<file path="src/rtl/pd_relock_seq.sv">
// FMDLL false-lock recovery: holds PD/CP in reset, releases in order, declares lock on PD quiet.
// Request path latency 2 clk_ext edges (sync + edge detect); no backpressure, outputs decode state.
module pd_relock_seq #(
   parameter int unsigned INIT_CYC   = 16,
   parameter int unsigned SETTLE_CYC = 4,
   parameter int unsigned LOCK_CYC   = 32,
   parameter int unsigned LOSS_CYC   = 8,
   parameter int unsigned ACQ_TO     = 1024,
   parameter int unsigned CNT_W      = 8
) (
   input  logic             clk_ext,
   input  logic             rst,
   input  logic             reset_pd_req,
   input  logic             up,
   input  logic             dn,
   output logic             pd_rst,
   output logic             cp_init,
   output logic             lock,
   output logic             relock_pulse,
   output logic [CNT_W-1:0] relock_cnt
);

   typedef enum logic [3:0] {
      INIT   = 4'b0001,
      SETTLE = 4'b0010,
      ACQ    = 4'b0100,
      LOCKED = 4'b1000
   } state_t;

   localparam logic [15:0] INIT_LAST   = 16'(INIT_CYC - 1);
   localparam logic [15:0] SETTLE_LAST = 16'(SETTLE_CYC - 1);
   localparam logic [15:0] ACQ_LAST    = 16'(ACQ_TO - 1);
   localparam logic [15:0] LOCK_N      = 16'(LOCK_CYC);
   localparam logic [15:0] LOSS_N      = 16'(LOSS_CYC);

   state_t      state, nxt;
   logic        req_s1, req_s2, req_d;
   logic        req_rise;
   logic        quiet;
   logic        restart;
   logic        recov;
   logic [15:0] cnt;
   logic [15:0] streak, streak_nxt, streak_inc;

   assign req_rise   = req_s2 & ~req_d;
   assign quiet      = ~up & ~dn;
   assign streak_inc = streak + 16'd1;

   always_ff @(posedge clk_ext or posedge rst) begin
      if (rst) begin
         req_s1 <= 1'b0;
         req_s2 <= 1'b0;
         req_d  <= 1'b0;
      end else begin
         req_s1 <= reset_pd_req;
         req_s2 <= req_s1;
         req_d  <= req_s2;
      end
   end

   always_ff @(posedge clk_ext or posedge rst) begin
      if (rst) state <= INIT;
      else     state <= nxt;
   end

   // Priority inside each state: request > lock/loss decision > acquisition timeout.
   always_comb begin
      nxt        = state;
      restart    = 1'b0;
      recov      = 1'b0;
      streak_nxt = streak;
      case (state)
         INIT: begin
            if (req_rise)               restart = 1'b1;
            else if (cnt == INIT_LAST)  nxt = SETTLE;
         end
         SETTLE: begin
            if (req_rise) begin
               nxt   = INIT;
               recov = 1'b1;
            end else if (cnt == SETTLE_LAST) begin
               nxt = ACQ;
            end
         end
         ACQ: begin
            streak_nxt = quiet ? streak_inc : 16'd0;
            if (req_rise) begin
               nxt   = INIT;
               recov = 1'b1;
            end else if (quiet && streak_inc == LOCK_N) begin
               nxt = LOCKED;
            end else if (cnt == ACQ_LAST) begin
               nxt   = INIT;
               recov = 1'b1;
            end
         end
         LOCKED: begin
            streak_nxt = quiet ? 16'd0 : streak_inc;
            if (req_rise) begin
               nxt   = INIT;
               recov = 1'b1;
            end else if (!quiet && streak_inc == LOSS_N) begin
               nxt = ACQ;
            end
         end
         default: nxt = INIT;
      endcase
   end

   always_ff @(posedge clk_ext or posedge rst) begin
      if (rst) begin
         cnt          <= 16'd0;
         streak       <= 16'd0;
         relock_pulse <= 1'b0;
         relock_cnt   <= '0;
      end else begin
         cnt          <= (nxt != state || restart) ? 16'd0 : cnt + 16'd1;
         streak       <= (nxt != state) ? 16'd0 : streak_nxt;
         relock_pulse <= recov;
         if (recov && relock_cnt != {CNT_W{1'b1}})
            relock_cnt <= relock_cnt + CNT_W'(1);
      end
   end

   assign cp_init = (state == INIT);
   assign pd_rst  = (state == INIT) || (state == SETTLE);
   assign lock    = (state == LOCKED);

endmodule

</file>
<file path="config.mk">
export PLATFORM = sky130hd
export DESIGN_NAME = pd_relock_seq
export DESIGN_NICKNAME = d
export VERILOG_FILES = /design/src/rtl/pd_relock_seq.sv
export SDC_FILE = /design/constraint.sdc
export NUM_CORES = 1
export LEC_CHECK = 0
export CORE_MARGIN = 3
export CORE_UTILIZATION = 55
export CTS_CLUSTER_DIAMETER = 100
export DETAILED_ROUTE_END_ITERATION = 16
export HOLD_SLACK_MARGIN = 0.02
export PLACE_DENSITY_LB_ADDON = 0.1
export SYNTH_ARGS = -nofsm -noshare
export SYNTH_HDL_FRONTEND = slang
export SYNTH_SLANG_ARGS = --single-unit
</file>
<file path="constraint.sdc">
create_clock -name clk_ext -period 4.7 [get_ports clk_ext]
set_input_delay 0.705 -clock clk_ext [delete_from_list [all_inputs] [get_ports clk_ext]]
set_output_delay 0.705 -clock clk_ext [all_outputs]
set_load 0.02 [all_outputs]
</file>
# Yosys cells after proc, flatten, opt, wreduce, memory -nomap -nowiden
# Cells that the tools add are included.
dict set report word_totals {
  regBits 48
  output_inout_bits 12
  elab_cells 56
}
dict set report op_classes {
  addsub 3
  eq_ne 11
  n_mux 21
  n_bitwise 5
  n_reduce_logical 8
}
# op n
set ops {}
lappend ops {{2-to-1 mux 16 bit} 4}
lappend ops {{2-to-1 mux 4 bit} 9}
lappend ops {{adder 16 x 1 -> 16 bit (second input constant)} 2}
lappend ops {{== test 16 x 4 -> 1 bit (second input constant)} 2}
lappend ops {{one-hot mux 16 bit (2 select lines)} 1}
lappend ops {{== test 16 x 10 -> 1 bit (second input constant)} 1}
lappend ops {{== test 16 x 2 -> 1 bit (second input constant)} 1}
lappend ops {{== test 16 x 6 -> 1 bit (second input constant)} 1}
lappend ops {{one-hot mux 4 bit (4 select lines)} 1}
lappend ops {{adder 8 x 1 -> 8 bit (second input constant)} 1}
lappend ops {{inequality test 8 bit (second input constant)} 1}
lappend ops {{2-to-1 mux 1 bit} 5}
lappend ops {{== test 4 x 1 -> 1 bit (second input constant)} 1}
lappend ops {{== test 4 x 2 -> 1 bit (second input constant)} 1}
lappend ops {{== test 4 x 3 -> 1 bit (second input constant)} 1}
lappend ops {{== test 4 bit (second input constant)} 1}
lappend ops {{inequality test 4 bit} 1}
lappend ops {{logical AND 1 bit} 3}
lappend ops {{NOT 1 bit} 3}
lappend ops {{nonzero test 3 bit} 1}
lappend ops {{bitwise AND 1 bit} 2}
lappend ops {{logical OR 1 bit} 2}
lappend ops {{one-hot mux 1 bit (2 select lines)} 1}
lappend ops {{OR reduction 2 bit} 1}
lappend ops {{logical NOT 1 bit} 1}

# Depth between registers and ports, before layout
dict set report logic_depth {
  depth_word 10
  mapped_depth 10
  mapped_depth_nobuf 9
}

# Worst setup path after synthesis
# No wires, ideal clock.
dict set report synth_path {
  kind {register to register}
  startpoint {register streak[0]}
  endpoint {register relock_cnt[4]}
  setup_ns 0.128
  arrival_time_ns 2.877
  slack_ns 1.696
  stages_incl_launch_ff 11
  n_path_buf 1
  synth_period_minus_slack_ns 3.004
  path_cell_list {dfrtp_1 -> ha_1 -> nand3_4 -> or3_4 -> mux2i_1 -> or4b_1 -> o21a_1 -> or2_1 -> clkbuf_1 -> nand4_1 -> mux2_1}
}
dict set report synth_between {
  elab_chain_len 7
}
# element line
set synth_lines {}
lappend synth_lines {{start: declaration} 43} ;# logic [15:0] streak, streak_nxt, streak_inc;
lappend synth_lines {{start signal: assignment} 118} ;# streak <= (nxt != state) ? 16'd0 : streak_nxt;
lappend synth_lines {{adder 16 x 1 -> 16 bit} 47} ;# assign streak_inc = streak + 16'd1;
lappend synth_lines {{== test 16 x 6 -> 1 bit} 90} ;# end else if (quiet && streak_inc == LOCK_N) begin
lappend synth_lines {{logical AND 1 bit} 90}
lappend synth_lines {{2-to-1 mux 1 bit} 90}
lappend synth_lines {{2-to-1 mux 1 bit} 87} ;# if (req_rise) begin
lappend synth_lines {{one-hot mux 1 bit (2 select lines)} 72} ;# case (state)
lappend synth_lines {{net recov} 41} ;# logic recov;
lappend synth_lines {{logical AND 1 bit} 120} ;# if (recov && relock_cnt != {CNT_W{1'b1}})
lappend synth_lines {{end signal: assignment} 121} ;# relock_cnt <= relock_cnt + CNT_W'(1);
lappend synth_lines {{end: declaration} 20} ;# output logic [CNT_W-1:0] relock_cnt
# The timed path passes the listed nets, and every way through them passes these cells.
# A chain may end at the register's enable or synchronous reset.

# Worst setup path after layout
dict set report layout_path {
  startpoint {register streak[0]}
  endpoint {register cnt[8]}
}
dict set report layout_between {
  elab_chain_len 9
}
# element line
set layout_lines {}
lappend layout_lines {{adder 16 x 1 -> 16 bit *} 47}
lappend layout_lines {{== test 16 x 4 -> 1 bit or == test 16 x 6 -> 1 bit (tied branches)} {102, 90}}
lappend layout_lines {{logical AND 1 bit, on equally long branches} {102, 90}}
lappend layout_lines {{2-to-1 mux 4 bit, on equally long branches} {102, 90}}
lappend layout_lines {{2-to-1 mux 4 bit, on equally long branches} {99, 87}}
lappend layout_lines {{one-hot mux 4 bit (4 select lines) *} 72}
lappend layout_lines {{inequality test 4 bit *} 117} ;# cnt <= (nxt != state || restart) ? 16'd0 : cnt + 16'd1;
lappend layout_lines {{logical OR 1 bit *} 117}
lappend layout_lines {{2-to-1 mux 16 bit *} 117}
lappend layout_lines {{end signal: assignment} 117}
lappend layout_lines {{end: declaration} 42} ;# logic [15:0] cnt;
# Every way passes the cells marked *; elsewhere a longest branch is shown, timed or not.

==> metrics <==
Clock Power Share 0.312; cell with the biggest individual delay on the critical path sky130_fd_sc_hd__or4b_1; clk_lat worst skew 300 ps; post-CTS resize count 0; Placement Setup Slack 1360 ps; shortest clock period the worst path allows after layout 3380 ps; share of flip-flops with an asynchronous set or reset after synthesis 1.00; Critical Path End Type register; number of vias after detailed routing 2315; maximum fanout count along the critical path 32; Least-Margin Pin Slew 983 ps; row count 25; type of element launching the critical path register; worst-case clock skew 9.36 ps; cell-by-cell listing of the critical path ha_1, nand3_4, or3_4, mux2i_1, or4b_1, o21a_1, a211oi_2, nand4_2, buf_4, nor3_1; most common cell after layout, fill and taps aside sky130_fd_sc_hd__dfrtp_1; length in cells of the worst reg-to-reg path 10; input/output buffers 16; Combinational Power Share 0.085; largest net degree at the start of global routing 49; synthesized instance count 324; number of diodes 0; critical path data arrival time 3590 ps; aggregate negative setup slack 0 ps; total internal power 561 uW; effective utilization at floorplan 0.592; smallest setup slack after layout 1320 ps; Die H 78.7 um; Net Switching 180 uW; proportion of power drawn by flip-flops and latches 0.604; hold-fix buffer count after cts 0; synth unique cells 55; power density cells 233 mW/mm2; number of enable-type register cells in the synthesized netlist 0; nets@finish 342; Core Region 0.00491 mm2; Switching Share 0.243; count of nets left with antenna violations after detail routing 0; synthesized flop and latch total 48; instance count on the critical path 10; total global-route track usage 0.212; worst rel slew slack 0.343; post-detailed-route DRC marker count 0; Fill cells 440; postcts setup bufs 0; Worst VDD drop 0.203 mV; number of antenna violations at the first check in global routing 0; Total Die Area 0.00620 mm2; total congestion overflow after global routing 0; portion of the clock cycle consumed by the worst path in the final layout 0.719; required arrival time at the worst endpoint 4910 ps; Syn Std Cell Area 0.00291 mm2; total number of yosys warnings 0; Clock transition at path regs 90 ps; unrepaired setup endpoints after global routing no; status completed; global-route wire length before repair 10400 um; maximum buffer depth of the clock tree 2; Max Cap Violations 0; number of top-level design ports 17; number of pins exceeding their max-slew limit in the final report 0; cell at the root of the clock tree sky130_fd_sc_hd__clkbuf_8; depth of the worst hold-timing path 0; commonest cells after routing, fill and taps aside 47 x sky130_fd_sc_hd__dfrtp_1, 34 x sky130_fd_sc_hd__nor2_1, 25 x sky130_fd_sc_hd__nor3_1; routability congestion estimate 0.839; routed len/inst 14.5 um; HPWL after DPL 4030 um; Worst Setup Path Type register to register; Leak Pwr 1.36 nW; total wire length after detailed routing 5830 um; Avg Cell Area, Syn 8.97 um2; CTS buffer count 5; clock tree from TritonCTS built; clock sink count 48; area growth from synthesis to final layout 9.17%; dominant register cell in the synthesized netlist sky130_fd_sc_hd__dfrtp_1; Synthesized Nets 333; layout cells sized above 1 0.0928; class of the tightest hold or removal check register to register; final setup fails 0; # H-tree levels 2; die width 78.7 um; Crit path largest cell delay 520 ps; via-per-instance ratio 5.77; Max Freq 296 MHz; kind of cell adding the most delay to the critical path simple AND/OR/NAND/NOR gates; combined buffer and inverter count along the critical path 1; DRC violation total after the first TritonRoute iteration 100; iteration count of the initial detailed-routing pass 4; sequential cell area fraction in the yosys report 0.414; via count of the first global-routing pass 2191; Hold Vio Cnt, Final 0
## synth_stat cells, drive strengths merged, types with 3 or more instances
cell type | n | area, um2
xnor2 | 14 | 123
nand2b | 4 | 25.0
buf | 8 | 47.5
mux2i | 3 | 30.0
nand3b | 3 | 22.5
nor4 | 10 | 77.6
nor2b | 4 | 25.0
nor2 | 34 | 128
nand4 | 11 | 96.3
nor3 | 29 | 171
xor2 | 13 | 114
o21ai | 16 | 80.1
and3 | 6 | 37.5
nand2 | 19 | 71.3
inv | 11 | 41.3
nand3 | 18 | 115
nor3b | 5 | 42.5
a21oi | 23 | 115
or3 | 5 | 36.3
o22ai | 3 | 25.0
dfrtp | 47 | 1180
clkbuf | 9 | 33.8
a31oi | 3 | 18.8
ha | 4 | 50.1
## power groups by stage
stage                     sequential (mW)  clock, mW  combinational (mW)
after floorplan                     0.451          0              0.0476
after global routing                0.450      0.260              0.0714
after detailed placement            0.455          0              0.0644
final                               0.447      0.231              0.0626
after global placement              0.454          0              0.0624
after CTS                           0.447      0.246              0.0646
## routing by layer
layer,wire length (um),part of all wire,vias to the layer above,track usage
met1,2720,0.47,1102,0.280
met3,255,0.044,5,0.0431
met4,74,0.013,0,0.0717
li1,-,-,1164,-
met5,0,0,-,0
met2,2780,0.48,44,0.350
## area by class of cell
type,count,area [um2],area share
timing repair buffer,19,183,0.0575
sequential,48,1200,0.379
clock buffer,7,76.3,0.0240
clock inverter,1,5.00,0.00158
tap,67,83.8,0.0264
multi-input combinational,248,1580,0.499
inverter,11,41.3,0.0130
## state kept, by name, indices dropped and copies added, names as in the netlist
register	flops
relock_pulse	1
relock_cnt	8
req_s1	1
cnt	16
req_s2	1
state	4
req_d	1
streak	16
## cells by family (layout without fill, tap and decap cells)
logic type      Yosys count  after routing  synth area share
simple gates            156            156             0.313
mux                       5              5            0.0181
flops                    48             48             0.414
fa+ha+maj                 4              4            0.0172
compound gates           56             56             0.114
buf+inv                  28             38            0.0422
xor+xnor                 27             27            0.0813
## per-stage QoR
stage                      util  area [um2]  instances  power [mW]  hold slack, ps
final                     0.646        3170        401       0.741             353
after CTS                 0.646        3170        401       0.757             360
after global placement    0.630        3090        393       0.517             336
after detailed placement  0.630        3090        393       0.519             340
after floorplan               -        2910        324       0.499             331
after global routing      0.646        3170        401       0.781             363
## final timing paths
path | from | end | slack [ps]
setup / recovery | streak[0] | cnt[8] | 1320
hold / removal | req_s1 | req_s2 | 350
setup reg to reg | streak[0] | cnt[8] | 1320
hold reg to reg | req_s1 | req_s2 | 350
max in group asynchronous | rst | cnt[12] | 3130
min in group asynchronous | rst | relock_cnt[0] | 960
No activity file was read; power rests on OpenSTA's default activity.
